--- src/rtl/nanov_mmio_periph.sv ---
// nanov_mmio_periph: MMIO page at 0x1000_0000 behind the nanoV data port.
// GPIO out/in, UART TX with a small FIFO, UART RX with a one-byte buffer and
// a free-running cycle counter. Define NANOV_MMIO_GPIO_OE_EN to add the
// gpio_oe port plus the GPIO_OE / GPIO_OUT_SET / GPIO_OUT_CLR registers.
module nanov_mmio_periph #(
    parameter int CLKS_PER_BIT  = 104,
    parameter int TX_FIFO_DEPTH = 4,
    parameter int GPIO_W        = 8
) (
    input  logic              clk,
    input  logic              rstn,
    input  logic [31:0]       addr_in,
    input  logic [31:0]       wdata_in,
    input  logic              store_addr,
    input  logic              store_data,
    input  logic              data_read,
    output logic [31:0]       rdata_out,
    input  logic [GPIO_W-1:0] gpio_in,
    output logic [GPIO_W-1:0] gpio_out,
`ifdef NANOV_MMIO_GPIO_OE_EN
    output logic [GPIO_W-1:0] gpio_oe,
`endif
    output logic              uart_tx,
    input  logic              uart_rx
);
    localparam int CNT_W = $clog2(CLKS_PER_BIT);
    localparam int PTR_W = $clog2(TX_FIFO_DEPTH);
    localparam logic [CNT_W-1:0] BIT_LAST = CNT_W'(CLKS_PER_BIT - 1);
    localparam logic [CNT_W-1:0] BIT_MID  = CNT_W'(CLKS_PER_BIT / 2 - 1);
    localparam logic [CNT_W-1:0] CNT_ONE  = CNT_W'(1);
    localparam logic [PTR_W:0]   FIFO_FULL_CNT = (PTR_W + 1)'(TX_FIFO_DEPTH);
    localparam logic [PTR_W:0]   FIFO_ONE      = (PTR_W + 1)'(1);
    localparam logic [PTR_W-1:0] PTR_ONE       = PTR_W'(1);
    localparam logic [19:0] PAGE = 20'h10000;

    localparam logic [9:0] OFF_GPIO_OUT  = 10'h000;
    localparam logic [9:0] OFF_GPIO_IN   = 10'h001;
    localparam logic [9:0] OFF_UART_DATA = 10'h002;
    localparam logic [9:0] OFF_UART_STAT = 10'h003;
    localparam logic [9:0] OFF_CYCLES    = 10'h004;
`ifdef NANOV_MMIO_GPIO_OE_EN
    localparam logic [9:0] OFF_GPIO_OE   = 10'h005;
    localparam logic [9:0] OFF_GPIO_SET  = 10'h006;
    localparam logic [9:0] OFF_GPIO_CLR  = 10'h007;
`endif

    localparam logic [1:0] S_IDLE  = 2'd0;
    localparam logic [1:0] S_START = 2'd1;
    localparam logic [1:0] S_DATA  = 2'd2;
    localparam logic [1:0] S_STOP  = 2'd3;

    logic [31:2]       addr_q;
    logic [GPIO_W-1:0] gpio_s1, gpio_s2;
    logic [31:0]       cycles;
    logic [31:0]       rd_word;

    logic [7:0]        fifo_mem [TX_FIFO_DEPTH];
    logic [PTR_W-1:0]  wr_ptr, rd_ptr;
    logic [PTR_W:0]    fifo_cnt;
    logic              fifo_empty, fifo_full, push, push_ok, pop;

    logic [1:0]        tx_st;
    logic [CNT_W-1:0]  tx_cnt;
    logic [2:0]        tx_bit;
    logic [7:0]        tx_sh;
    logic              tx_busy;

    logic              rx_s1, rx_s2, rx_prev;
    logic [1:0]        rx_st;
    logic [CNT_W-1:0]  rx_cnt;
    logic [2:0]        rx_bit;
    logic [7:0]        rx_sh, rx_byte;
    logic              rx_valid, rx_overrun;

    logic              wr_hit, rd_hit, pop_rx, clr_ovr;
    logic [9:0]        cur_off;
    logic              unused_bits;

    assign unused_bits = ^{addr_in[1:0], wdata_in};

    // Writes and read side effects both target the latched address.
    assign cur_off = addr_q[11:2];
    assign wr_hit  = store_data && (addr_q[31:12] == PAGE);
    assign rd_hit  = data_read && (addr_q[31:12] == PAGE);
    assign pop_rx  = rd_hit && (cur_off == OFF_UART_DATA);
    assign clr_ovr = rd_hit && (cur_off == OFF_UART_STAT);

    assign fifo_empty = (fifo_cnt == '0);
    assign fifo_full  = (fifo_cnt == FIFO_FULL_CNT);
    assign tx_busy    = !fifo_empty || (tx_st != S_IDLE);
    // Shifter takes the next byte from IDLE or at the end of a stop bit.
    assign pop     = !fifo_empty &&
                     ((tx_st == S_IDLE) || (tx_st == S_STOP && tx_cnt == BIT_LAST));
    assign push    = wr_hit && (cur_off == OFF_UART_DATA);
    assign push_ok = push && (!fifo_full || pop);

    // Register read decode on the incoming address, using pre-edge state.
    always_comb begin
        rd_word = '0;
        if (addr_in[31:12] == PAGE) begin
            case (addr_in[11:2])
                OFF_GPIO_OUT:  rd_word[GPIO_W-1:0] = gpio_out;
                OFF_GPIO_IN:   rd_word[GPIO_W-1:0] = gpio_s2;
                OFF_UART_DATA: rd_word[7:0] = rx_byte;
                OFF_UART_STAT: rd_word[3:0] = {rx_overrun, tx_busy, rx_valid, fifo_full};
                OFF_CYCLES:    rd_word = cycles;
`ifdef NANOV_MMIO_GPIO_OE_EN
                OFF_GPIO_OE:   rd_word[GPIO_W-1:0] = gpio_oe;
`endif
                default:       rd_word = '0;
            endcase
        end
    end

    // Address latch; the read word is frozen until the next address strobe.
    always_ff @(posedge clk) begin
        if (!rstn) begin
            addr_q    <= '0;
            rdata_out <= '0;
        end else if (store_addr) begin
            addr_q    <= addr_in[31:2];
            rdata_out <= rd_word;
        end
    end

    // GPIO output registers.
    always_ff @(posedge clk) begin
        if (!rstn) begin
            gpio_out <= '0;
`ifdef NANOV_MMIO_GPIO_OE_EN
            gpio_oe  <= '0;
`endif
        end else if (wr_hit) begin
            case (cur_off)
                OFF_GPIO_OUT: gpio_out <= wdata_in[GPIO_W-1:0];
`ifdef NANOV_MMIO_GPIO_OE_EN
                OFF_GPIO_OE:  gpio_oe  <= wdata_in[GPIO_W-1:0];
                OFF_GPIO_SET: gpio_out <= gpio_out | wdata_in[GPIO_W-1:0];
                OFF_GPIO_CLR: gpio_out <= gpio_out & ~wdata_in[GPIO_W-1:0];
`endif
                default: ;
            endcase
        end
    end

    // Two-flop synchroniser for gpio_in plus the free-running cycle counter.
    always_ff @(posedge clk) begin
        if (!rstn) begin
            gpio_s1 <= '0;
            gpio_s2 <= '0;
            cycles  <= '0;
        end else begin
            gpio_s1 <= gpio_in;
            gpio_s2 <= gpio_s1;
            cycles  <= cycles + 32'd1;
        end
    end

    // FIFO storage; a full-FIFO push only lands when the same edge pops.
    always_ff @(posedge clk) begin
        if (push_ok) fifo_mem[wr_ptr] <= wdata_in[7:0];
    end

    // FIFO pointers and occupancy.
    always_ff @(posedge clk) begin
        if (!rstn) begin
            wr_ptr   <= '0;
            rd_ptr   <= '0;
            fifo_cnt <= '0;
        end else begin
            if (push_ok) wr_ptr <= wr_ptr + PTR_ONE;
            if (pop)     rd_ptr <= rd_ptr + PTR_ONE;
            case ({push_ok, pop})
                2'b10:   fifo_cnt <= fifo_cnt + FIFO_ONE;
                2'b01:   fifo_cnt <= fifo_cnt - FIFO_ONE;
                default: ;
            endcase
        end
    end

    // TX 8N1 shifter; uart_tx is registered alongside the state.
    always_ff @(posedge clk) begin
        if (!rstn) begin
            tx_st   <= S_IDLE;
            tx_cnt  <= '0;
            tx_bit  <= '0;
            tx_sh   <= '0;
            uart_tx <= 1'b1;
        end else begin
            case (tx_st)
                S_IDLE: if (pop) begin
                    tx_st   <= S_START;
                    tx_sh   <= fifo_mem[rd_ptr];
                    tx_cnt  <= '0;
                    uart_tx <= 1'b0;
                end
                S_START: if (tx_cnt == BIT_LAST) begin
                    tx_st   <= S_DATA;
                    tx_cnt  <= '0;
                    tx_bit  <= '0;
                    uart_tx <= tx_sh[0];
                end else tx_cnt <= tx_cnt + CNT_ONE;
                S_DATA: if (tx_cnt == BIT_LAST) begin
                    tx_cnt <= '0;
                    if (tx_bit == 3'd7) begin
                        tx_st   <= S_STOP;
                        uart_tx <= 1'b1;
                    end else begin
                        tx_bit  <= tx_bit + 3'd1;
                        tx_sh   <= {1'b0, tx_sh[7:1]};
                        uart_tx <= tx_sh[1];
                    end
                end else tx_cnt <= tx_cnt + CNT_ONE;
                default: if (tx_cnt == BIT_LAST) begin
                    tx_cnt <= '0;
                    if (pop) begin
                        tx_st   <= S_START;
                        tx_sh   <= fifo_mem[rd_ptr];
                        uart_tx <= 1'b0;
                    end else tx_st <= S_IDLE;
                end else tx_cnt <= tx_cnt + CNT_ONE;
            endcase
        end
    end

    // RX: synchronise, find a falling edge, sample mid-bit, buffer one byte.
    always_ff @(posedge clk) begin
        if (!rstn) begin
            rx_s1      <= 1'b1;
            rx_s2      <= 1'b1;
            rx_prev    <= 1'b1;
            rx_st      <= S_IDLE;
            rx_cnt     <= '0;
            rx_bit     <= '0;
            rx_sh      <= '0;
            rx_byte    <= '0;
            rx_valid   <= 1'b0;
            rx_overrun <= 1'b0;
        end else begin
            rx_s1   <= uart_rx;
            rx_s2   <= rx_s1;
            rx_prev <= rx_s2;
            // CPU pops/clears first; a byte landing this edge overrides below.
            if (pop_rx)  rx_valid   <= 1'b0;
            if (clr_ovr) rx_overrun <= 1'b0;
            case (rx_st)
                S_IDLE: if (rx_prev && !rx_s2) begin
                    rx_st  <= S_START;
                    rx_cnt <= '0;
                end
                S_START: if (rx_cnt == BIT_MID) begin
                    rx_st  <= rx_s2 ? S_IDLE : S_DATA;
                    rx_cnt <= '0;
                    rx_bit <= '0;
                end else rx_cnt <= rx_cnt + CNT_ONE;
                S_DATA: if (rx_cnt == BIT_LAST) begin
                    rx_cnt <= '0;
                    rx_sh  <= {rx_s2, rx_sh[7:1]};
                    if (rx_bit == 3'd7) rx_st <= S_STOP;
                    else rx_bit <= rx_bit + 3'd1;
                end else rx_cnt <= rx_cnt + CNT_ONE;
                default: if (rx_cnt == BIT_LAST) begin
                    rx_st  <= S_IDLE;
                    rx_cnt <= '0;
                    if (rx_s2) begin
                        rx_byte  <= rx_sh;
                        rx_valid <= 1'b1;
                        if (rx_valid && !pop_rx) rx_overrun <= 1'b1;
                    end
                end else rx_cnt <= rx_cnt + CNT_ONE;
            endcase
        end
    end

endmodule
--- config.mk ---
export PLATFORM = sky130hd
export DESIGN_NAME = nanov_mmio_periph
export DESIGN_NICKNAME = d
export VERILOG_FILES = /design/src/rtl/nanov_mmio_periph.sv
export SDC_FILE = /design/constraint.sdc
export NUM_CORES = 1
export LEC_CHECK = 0
export BUFFER_PORTS_ARGS = -buffer_cell sky130_fd_sc_hd__buf_2
export CAP_MARGIN = 20
export CORE_MARGIN = 2
export CORE_UTILIZATION = 57
export DETAILED_ROUTE_END_ITERATION = 12
export GPL_TIMING_DRIVEN = 0
export PLACE_DENSITY_LB_ADDON = 0.05
export SLEW_MARGIN = 0
export SYNTH_ARGS = -nofsm -noshare
export SYNTH_HDL_FRONTEND = slang
export SYNTH_SLANG_ARGS = --single-unit
--- constraint.sdc ---
create_clock -name clk -period 2.98 [get_ports clk]
set_clock_uncertainty 0.1 [all_clocks]
set_input_delay 0.596 -clock clk [delete_from_list [all_inputs] [get_ports clk]]
set_output_delay 0.596 -clock clk [all_outputs]
set_load 0.01 [all_outputs]
==> PnR_summary.wiki <==
{| class="wikitable"
! Metric !! Value
|-
| Run status || completed
|-
| Switching power as a share of total power || 26.90%
|-
| Reg clk slew, reported paths || 0.06 ns
|-
| Initial Utilization || 58.25%
|-
| Master cell of the clock root buffer || clkbuf_16
|-
| Depth of the most critical reg-to-reg path || 9
|-
| Static Leak || 4.009 nW
|-
| Number of flops mapped to enable cells by yosys || 32
|-
| Latest clock arrival within the worst-skew pair || 0.51 ns
|-
| Buffer levels on the longest clock path || 3
|-
| Startpoint kind of the worst setup timing path || register
|-
| Number of warnings issued by yosys || 0
|-
| Final Routed Wirelength || 19.28 mm
|-
| Number of nets in the layout || 1089
|-
| Worst slack at placement || -0.05429 ns
|-
| Total number of vias || 6546
|-
| Final Critical Period || 2.730 ns
|-
| Vias in the first global route || 6212
|-
| Proportion of power drawn by flip-flops and latches || 44.4%
|-
| Met1 routed wirelength after detailed routing || 9.012 mm
|-
| Post-synthesis to final-layout area growth || 16.44%
|-
| Core region area || 15150 um2
|-
| Min setup slack post-route || 0.2500 ns
|-
| Library cells used by synthesis || 61
|-
| Maximum fanout along the worst path || 4
|-
| Remaining routing DRC violations || 0
|-
| Transition time at the pin with the least slew margin || 0.8299 ns
|-
| Fraction of synthesized cell area in xor and xnor cells || 3.673%
|-
| Share of post-route cells with drive strength above 1 || 16.22%
|-
| CTS tree || built
|-
| Clk pwr share || 38.5%
|-
| Hold wc startpoint || gpio_in[0]
|-
| Type of element capturing the critical path || register
|-
| Total count of max-transition violations in the final report || 0
|-
| Flops & latches, synth || 213
|-
| Global-route congestion overflow total || 0
|-
| Half-perimeter wire length of the detailed placement result || 13.74 mm
|-
| Area enclosed by the die boundary || 16490 um2
|-
| Net switching power || 0.001931 W
|-
| Combinational Power Share || 17.0%
|-
| Worst hold path stage count || 2
|-
| Floorplan die height || 128.4 um
|-
| Max-cap viol count || 0
|-
| Via density per instance || 5.460
|-
| Seq/Total Area, Yosys || 51.96%
|-
| Syn Std Cell Area || 8822 um2
|-
| Number of non-filler instances in the completed layout || 1199
|-
| Worst hold-check path type || in -> reg
|-
| Final setup violating endpoints || 0
|-
| Reg-to-reg setup timing slack || 0.25 ns
|-
| Site Rows || 45
|-
| Die X-Extent || 128.4 um
|-
| Post-layout power || 0.007180 W
|-
| Top Metal Used || met4
|-
| Mean routed wirelength per cell || 16.08 um
|-
| Type of the setup path with the least slack || reg -> reg
|-
| Detail Route met3 WL || 794 um
|-
| Cell area reported after detailed placement || 9508 um2
|-
| Highest clock rate || 0.3663 GHz
|-
| Count of placed standard cells including taps || 1156
|-
| Post-synthesis average cell area || 10.05 um2
|-
| Number of detailed-routing iterations run before antenna repair || 4
|-
| Endpoint with the worst hold slack || gpio_s1[0]$_SDFF_PN0_
|-
| Post-route cell area || 10270 um2
|-
| Headroom to the max-slew limit || 44.26%
|-
| Post-route fraction of the period consumed by the critical path || 91.61%
|-
| Clock buffer count from CTS || 23
|-
| Fraction of the mapped netlist area in simple logic gates || 21.10%
|-
| Total I/O pin count || 119
|-
| Maximum number of pins on one net before global-route repair || 15
|-
| Routability-driven placement congestion ratio || 0.8314
|-
| Post-synthesis mux area share || 11.01%
|-
| Antenna violations before repair || 0
|-
| Detailed-routed wire length on met2 || 9.015 mm
|-
| Final number of hold-violating endpoints || 0
|-
| Remaining antenna violation count after routing || 0
|-
| Violation count after the first detailed-route iteration || 401
|-
| Adder and majority gate portion of the synthesized area || 2.468%
|-
| Crit Reg-Reg Startpoint || addr_q[20]$_SDFFE_PN0P_
|-
| Required time of the critical path || 3.30 ns
|-
| Global-route wire length before repair || 30.81 mm
|-
| Sum of negative setup slack || 0 ns
|-
| Net count after synthesis || 972
|-
| Main combinational cell family by area after synthesis || simple AND/OR/NAND/NOR gates
|-
| Antenna diode count || 0
|-
| FFs w/ async S/R, synth || 0%
|-
| Number of port buffers || 90
|-
| Compound-Gate Fraction of Synth Area || 7.446%
|-
| Primary flip-flop cell chosen by synthesis mapping || dfxtp_1
|-
| Gate Count Post-Synth || 878
|-
| Global-route usage over all layers || 23.29%
|-
| Pwr dens || 698.9 nW/um2
|-
| Cell-internal power || 0.005248 W
|-
| Maximum vdd ir drop || 0.4344 mV
|-
| Reg-to-reg critical path endpoint || fifo_cnt[2]$_SDFFE_PN0P_
|-
| CTS HTree Levels || 1
|-
| Arr. time, crit path || 3.05 ns
|-
| Number of sinks handled by clock tree synthesis || 213
|}
==> worst max-delay path: stages (launching register included) <==
cell	delay, ns
dfxtp_1	0.31
nor4_1	0.44
nand2_1	0.19
nor4_4	0.27
buf_4	0.19
nor2_1	0.06
fa_1	0.39
or3_1	0.40
a21o_1	0.17
a21oi_1	0.12
==> registers in the layout, indices dropped and copies added, names as in the netlist, 2 cells and up, named ones only <==
register	cells
gpio_s1	8
rx_byte	8
fifo_cnt	3
rdata_out	32
tx_sh	8
gpio_out	8
rd_ptr	2
tx_cnt	7
tx_st	2
addr_q	30
fifo_mem	32
rx_st	2
rx_cnt	7
tx_bit	3
rx_sh	8
gpio_s2	8
wr_ptr	2
rx_bit	3
cycles	32
==> per-stage QoR <==
stage	utilization [%]	hold WS, ns
floorplan	-	0.2863
global placement	62.78	0.2923
detailed placement	62.78	0.2964
CTS	67.72	0.1817
global route	67.82	0.1841
finish	67.82	0.1935
==> cell families (layout without fill, tap and decap cells) <==
logic type | Yosys count | count (layout)
buffers and inverters | 53 | 186
DFF | 213 | 213
AOI/OAI and AO/OA | 106 | 106
adders and majority gates | 17 | 17
xor gates and xnor gates | 37 | 37
and+or+nand+nor | 369 | 369
muxes | 83 | 83
==> placed cells by master (no fill, tap or decap), drive strengths merged, types with 26 or more instances in the layout <==
| cell type | n |
|---|---|
| nor2 | 160 |
| mux2i | 70 |
| nor2b | 31 |
| buf | 100 |
| dfxtp | 181 |
| nand3 | 26 |
| edfxtp | 32 |
| a21oi | 51 |
| clkbuf | 73 |
| nand2 | 48 |
==> timing repair <==
action                                  4_1_cts  5_1_grt
gates resized for setup                       1        0
hold buffers                                  0        0
buffers inserted                              0        2
pin swaps                                     0        1
endpoints found under the setup margin        1        1
==> power groups by stage <==
stage                     Clock (W)  Sequential [W]  Combinational [W]
after floorplan                   0         0.00322           0.000929
after global placement            0         0.00324            0.00119
after detailed placement          0         0.00325            0.00122
after CTS                   0.00280         0.00319            0.00123
after global routing        0.00291         0.00321            0.00139
final                       0.00277         0.00319            0.00122
==> synthesized netlist by cell type (2+ instances only) <==
library cell    n  share of area (%)
mux2i_1        70                7.9
and4bb_2        2               0.28
a22o_1          4               0.40
inv_1           8               0.34
a21oi_1        49                2.8
and2_1         25                1.8
buf_2           5               0.28
nor3_1          7               0.40
nand3_1        26                1.5
a21o_1          2               0.17
edfxtp_1       32                 11
nand3b_1        3               0.26
or3_1           5               0.35
o22ai_1         3               0.21
nor4_1         10               0.71
dfxtp_1       181                 41
a211oi_1        9               0.77
xor2_1         21                2.1
xnor2_1        16                1.6
a31oi_1         4               0.28
ha_1           15                2.1
nand4_1        14               0.99
and4_1          5               0.50
o21ai_0        22                1.2
nor4b_1         2               0.20
nor2_1        159                6.8
nand2_1        47                2.0
nor2b_1        31                2.2
nor3b_1         5               0.43
mux4_2         11                2.8
clkbuf_1       35                1.5
or3b_1          2               0.20
a21oi_2         2               0.20
mux2_2          2               0.26
buf_1           3               0.13
nor4_4          3               0.72
nand2b_1        6               0.43
and3_1          9               0.64
==> worst max path at each step <==
| stage | cells past startpoint | startpoint | slack [ns] | to |
|---|---|---|---|---|
| 6_report | 9 | addr_q[20]$_SDFFE_PN0P_ | 0.25 | fifo_cnt[2]$_SDFFE_PN0P_ |
| 5_1_grt | 9 | addr_q[20]$_SDFFE_PN0P_ | -0.01 | fifo_cnt[2]$_SDFFE_PN0P_ |
| 4_1_cts | 8 | addr_q[9]$_SDFFE_PN0P_ | 0.09 | fifo_cnt[2]$_SDFFE_PN0P_ |
| 3_5_place_dp | 8 | addr_q[6]$_SDFFE_PN0P_ | -0.05 | fifo_cnt[2]$_SDFFE_PN0P_ |
| 3_3_place_gp | 8 | addr_q[10]$_SDFFE_PN0P_ | -0.04 | fifo_cnt[2]$_SDFFE_PN0P_ |
| 2_1_floorplan | 8 | addr_q[12]$_SDFFE_PN0P_ | 0.50 | fifo_cnt[2]$_SDFFE_PN0P_ |
==> final cells by class <==
type,count,area [um2]
Fill cell,1227,4873
Tap cell,188,235.2
Inverter,9,33.78
Clock inverter,4,48.80
Timing Repair Buffer,92,465.4
Buffer,44,172.7
Sequential cell,213,4584
Multi-Input combinational cell,612,4040
Clock buffer,37,691.9
==> metal layers <==
layer / GRT usage [%] / up-vias
met5: 0 / -
met4: 6.723 / 0
met3: 3.784 / 34
met2: 39.02 / 126
met1: 31.47 / 3097
li1: - / 3289
No activity file was read; power rests on OpenSTA's default activity.
